`config.mk`:
```
export PLATFORM = sky130hd
export DESIGN_NAME = req_chan_arbiter
export DESIGN_NICKNAME = d
export VERILOG_FILES = /design/src/rtl/req_chan_arbiter.sv
export SDC_FILE = /design/constraint.sdc
export NUM_CORES = 1
export LEC_CHECK = 0
export BUFFER_PORTS_ARGS = -buffer_cell sky130_fd_sc_hd__buf_2
export CORE_ASPECT_RATIO = 0.6
export CORE_MARGIN = 8
export CORE_UTILIZATION = 37
export CTS_CLUSTER_DIAMETER = 120
export DETAILED_ROUTE_END_ITERATION = 8
export PLACE_DENSITY = 0.82
export SYNTH_ARGS = -nofsm -noshare
export SYNTH_HDL_FRONTEND = slang
export SYNTH_SLANG_ARGS = --single-unit
```
`constraint.sdc`:
```
create_clock -name clk -period 2.8 [get_ports clk]
set_clock_uncertainty 0.15 [all_clocks]
set_input_delay 0.7 -clock clk [delete_from_list [all_inputs] [get_ports clk]]
set_output_delay 0.7 -clock clk [all_outputs]
set_load 0.01 [all_outputs]
```
`src/rtl/req_chan_arbiter.sv`:
```
// Round-robin arbiter sharing one request (address) channel among four
// managers. A one-cycle grant pulse names the winner. The shared channel
// is then routed to that owner until its a_valid/a_ready handshake
// completes. A watchdog releases the channel if the owner never presents
// a_valid.
module req_chan_arbiter #(
    parameter int unsigned TIMEOUT_CYC = 16,
    parameter int unsigned CNT_W       = 8
) (
    input  logic         clk,
    input  logic         rst,
    input  logic [3:0]   m_req_rq,
    output logic [3:0]   m_gnt_rq,
    input  logic [3:0]   m_a_valid,
    output logic [3:0]   m_a_ready,
    input  logic [15:0]  m_a_id,
    input  logic [127:0] m_a_addr,
    input  logic [23:0]  m_a_atop,
    output logic         s_a_valid,
    input  logic         s_a_ready,
    output logic [3:0]   s_a_id,
    output logic [31:0]  s_a_addr,
    output logic [5:0]   s_a_atop,
    output logic [1:0]   owner,
    output logic         busy,
    output logic         err_timeout
);

    typedef enum logic [1:0] {
        ST_IDLE = 2'd0,
        ST_GNT  = 2'd1,
        ST_BUSY = 2'd2
    } state_t;

    localparam logic [CNT_W-1:0] CNT_TERM = CNT_W'(TIMEOUT_CYC - 1);

    state_t           state_q, state_d;
    logic [1:0]       owner_q, owner_d;
    logic [3:0]       gnt_q, gnt_d;
    logic [CNT_W-1:0] cnt_q, cnt_d;
    logic             err_q, err_d;

    logic [1:0]       winner;
    logic             own_valid;
    logic [3:0]       id_arr   [4];
    logic [31:0]      addr_arr [4];
    logic [5:0]       atop_arr [4];

    // Split the flat per-manager buses into indexable slices
    always_comb begin
        for (int unsigned i = 0; i < 4; i++) begin
            id_arr[i]   = m_a_id[4*i +: 4];
            addr_arr[i] = m_a_addr[32*i +: 32];
            atop_arr[i] = m_a_atop[6*i +: 6];
        end
    end

    // Round-robin pick: first request scanning owner+1 .. owner+4 (mod 4)
    always_comb begin
        logic       found;
        logic [1:0] idx;
        winner = owner_q;
        found  = 1'b0;
        for (int unsigned k = 1; k <= 4; k++) begin
            idx = owner_q + 2'(k);
            if (!found && m_req_rq[idx]) begin
                winner = idx;
                found  = 1'b1;
            end
        end
    end

    assign own_valid = m_a_valid[owner_q];

    // Next-state, grant, watchdog counter and timeout pulse
    always_comb begin
        state_d = state_q;
        owner_d = owner_q;
        gnt_d   = '0;
        cnt_d   = cnt_q;
        err_d   = 1'b0;
        case (state_q)
            ST_IDLE: begin
                if (m_req_rq != 4'b0000) begin
                    state_d = ST_GNT;
                    owner_d = winner;
                    gnt_d   = 4'b0001 << winner;
                end
            end
            ST_GNT: begin
                state_d = ST_BUSY;
                cnt_d   = '0;
            end
            ST_BUSY: begin
                if (own_valid && s_a_ready) begin
                    state_d = ST_IDLE;
                end else if (!own_valid) begin
                    if (cnt_q == CNT_TERM) begin
                        state_d = ST_IDLE;
                        err_d   = 1'b1;
                    end else if (cnt_q != '1) begin
                        cnt_d = cnt_q + 1'b1;
                    end
                end
            end
            default: state_d = ST_IDLE;
        endcase
    end

    // State, owner, grant pulse, counter and error pulse registers
    always_ff @(posedge clk) begin
        if (rst) begin
            state_q <= ST_IDLE;
            owner_q <= 2'd3;
            gnt_q   <= '0;
            cnt_q   <= '0;
            err_q   <= 1'b0;
        end else begin
            state_q <= state_d;
            owner_q <= owner_d;
            gnt_q   <= gnt_d;
            cnt_q   <= cnt_d;
            err_q   <= err_d;
        end
    end

    // Route the owner's channel to the slave side only while BUSY
    always_comb begin
        s_a_valid = 1'b0;
        s_a_id    = '0;
        s_a_addr  = '0;
        s_a_atop  = '0;
        m_a_ready = '0;
        if (state_q == ST_BUSY) begin
            s_a_valid          = own_valid;
            s_a_id             = id_arr[owner_q];
            s_a_addr           = addr_arr[owner_q];
            s_a_atop           = atop_arr[owner_q];
            m_a_ready[owner_q] = s_a_ready;
        end
    end

    assign m_gnt_rq    = gnt_q;
    assign owner       = owner_q;
    assign busy        = (state_q == ST_GNT) || (state_q == ST_BUSY);
    assign err_timeout = err_q;

endmodule

```
==> impl_metrics.py <==
metrics = {
    "floorplanning": {
        "die_y_um": 78.7,
        "fp.coreArea_mm2": 0.00622,
        "rows": 22,
        "initial_utilization_pct": 39.0,
        "dieWidth_um": 121,
        "boundaryPins": 234,
        "die_area_mm2": 0.00948,
    },
    "sta": {
        "fin_hold_ws_ps": 380,
        "final_hold_viol_count": 0,
        "max_slew_margin_pct": 67.5,
        "rsz0062_at_grt": "no",
        "period_needed_ps": 2690,
        "fin_tns_setup_ps": 0,
        "fmaxAchievable_mhz": 372,
        "finalMaxSlewViolations": 0,
        "worst_pin_slew_ps": 483,
        "setup-violations-final": 0,
        "min_period_over_period_pct": 96.1,
    },
    "synthesis": {
        "synth.most_common_cell": "mux4_2",
        "synth_nets": 409,
        "ys_warn_count": 0,
        "synth.top_cell.area_share_pct": 41.8,
        "synth_area_mm2": 0.00242,
        "synth_edf_count": 0,
        "avgSynthCellArea_um2": 11.0,
        "ys_types": 40,
        "synthTopCellsByCount": "mux4_2 (45), and2_1 (43), dfxtp_1 (17)",
        "yosys-top-cells-area": "mux4_2 (42%), dfxtp_1 (14%), and2_1 (11%)",
        "yosysSeqAreaShare_pct": 14.0,
        "synth-main-ff-cell": "dfxtp_1",
        "async_flop_share_pct": 0,
        "ys_ff_latch": 17,
        "yosys.area.top_type": "mux4_2",
        "postSynthCellCount": 221,
    },
    "drt": {
        "drt_iter0_drc": 337,
        "ant_nets": 0,
        "vias_per_cell": 5.36,
        "routedWlPerCell_um": 19.4,
        "vias": 2861,
        "wl_um": 10300,
        "route.detailed.drc": 0,
        "drt_pass1_iterations": 4,
    },
    "global_route": {
        "grt_pass1_wl_um": 16200,
        "antenna_found_initial": 0,
        "grt_pass1_vias": 3021,
        "overflow": 0,
        "grt_max_degree": 33,
        "grt_util_all_layers_pct": 20.6,
    },
    "worst_setup_path": {
        "r2r_start": "owner[0]$_SDFFE_PP1P_",
        "arrival_ps": 1840,
        "crit_path_start": "owner[0]$_SDFFE_PP1P_",
        "crit_required_ps": 1950,
        "r2r_end": "m_gnt_rq[0]$_SDFF_PP0_",
        "worstSetupEndpoint": "s_a_valid",
        "cp_max_fo": 24,
        "r2r_cells": 7,
        "r2r_slack_ps": 270,
        "critPathKind": "reg2out",
        "endpoint_kind": "output port",
        "startpoint_type": "flop",
    },
    "power_and_ir_drop": {
        "p_leak_nw": 1.97,
        "power_density_mw_per_mm2": 590,
        "ir_drop_uv": 275,
    },
    "worst_hold_path": {
        "min_path_type": "reg2reg",
    },
    "final_layout": {
        "syn2layout_area_growth_pct": 55.6,
        "fill_cells": 545,
        "num-nets-final": 639,
        "diodes": 0,
        "drive_above_1_share_pct": 67.1,
        "finalNonFillerCells": 534,
    },
    "clocking": {
        "root_buffer": "clkbuf_8",
        "htree_levels": 1,
        "clockBufferDepth": 2,
        "cts_num_sinks": 17,
        "clkTransAtPathRegs_ps": 70,
        "cts_buffers": 3,
        "cts_hold_buf": 0,
        "insertion_delay_ps": 260,
        "cts_tree": "built",
    },
    "placed_design": {
        "hpwl_um": 8910,
        "routabilityCongestion": 0.882,
        "dp_cells": 526,
        "portBuffers": 233,
    },
    "run": {
        "cap_violations": 0,
    },
    "status": {
        "status": "finished, final reports clean",
    },
}
[registers in the layout, summed over array words and instances (netlist names)]
signal       count
cnt_q            8
m_gnt_rq         4
owner            2
err_timeout      1
state_q          2
[placed cells by master, fill, tap and decap left out, drive strengths merged, types with 4 or more instances in the layout]
cell	synthesis	routed
mux4	46	46
nor3	5	5
nor2b	4	4
a21oi	4	4
and2	43	43
nand2b	4	4
xnor2	6	6
mux2i	5	5
ha	9	9
inv	6	6
and3	5	5
nor4	4	4
nor2	14	14
dfxtp	17	17
buf	8	243
[layer usage]
metal / vias to the layer above / global-route usage [%] / share of wire (%)
met5: - / 0 / 0
met4: 0 / 1.86 / 0.35
met3: 4 / 6.36 / 10
met2: 163 / 37.9 / 51
met1: 1376 / 23.9 / 38
li1: 1318 / - / -
[worst max-delay path, cell delays in order, from the launching register on]
cell and delay, ps:
dfxtp_4 450, buf_16 230, mux4_2 580, and2_1 180
buf_2 140
[where the power goes]
part           internal (mW)  switching, mW
Sequential             0.291         0.0436
Clock                 0.0990         0.0891
Combinational          0.957          0.748
[worst min path at each step]
stage | start | cells after the start | endpoint | slack (ps)
detailed placement | cnt_q[1]$_SDFFE_PP0P_ | 2 | cnt_q[1]$_SDFFE_PP0P_ | 370
global route | cnt_q[1]$_SDFFE_PP0P_ | 2 | cnt_q[1]$_SDFFE_PP0P_ | 400
finish | cnt_q[1]$_SDFFE_PP0P_ | 2 | cnt_q[1]$_SDFFE_PP0P_ | 380
CTS | cnt_q[1]$_SDFFE_PP0P_ | 2 | cnt_q[1]$_SDFFE_PP0P_ | 380
global placement | cnt_q[1]$_SDFFE_PP0P_ | 2 | cnt_q[1]$_SDFFE_PP0P_ | 350
floorplan | cnt_q[1]$_SDFFE_PP0P_ | 2 | cnt_q[1]$_SDFFE_PP0P_ | 330
[stage by stage]
stage	instance area (µm²)	setup WS, ps	util [%]	power, mW
3_3_place_gp	3690	309	59.3	1.96
3_5_place_dp	3690	264	59.3	2.01
5_1_grt	3770	25.4	60.6	2.40
6_report	3770	109	60.6	2.23
4_1_cts	3730	43.8	60.0	2.20
2_1_floorplan	2420	54.0	-	1.54
[kinds of logic (layout without fill, tap and decap cells)]
kind of cell	after synthesis	in the layout	synth area share, %
simple gates	99	99	24.6
mux	51	51	44.9
buf+inv	24	253	4.33
flops	17	17	14.0
compound gates	15	15	5.26
fa+ha+maj	9	9	4.64
xor+xnor	6	6	2.17
[final cells by class]
cell class,count,area (µm²),area share [%]
Inverter,6,22.5,0.597
Sequential cell,17,345,9.15
Multi-Input combinational cell,180,1980,52.5
Clock inverter,1,5.00,0.133
Tap cell,84,105,2.79
Clock buffer,3,41.3,1.09
Timing Repair Buffer,243,1270,33.8
[repair_timing]
item / CTS / global route
setup endpoints to repair: 0 / 2
setup buffers: 0 / 4
resized for setup: 0 / 1
(Power assumes the default switching activity.)
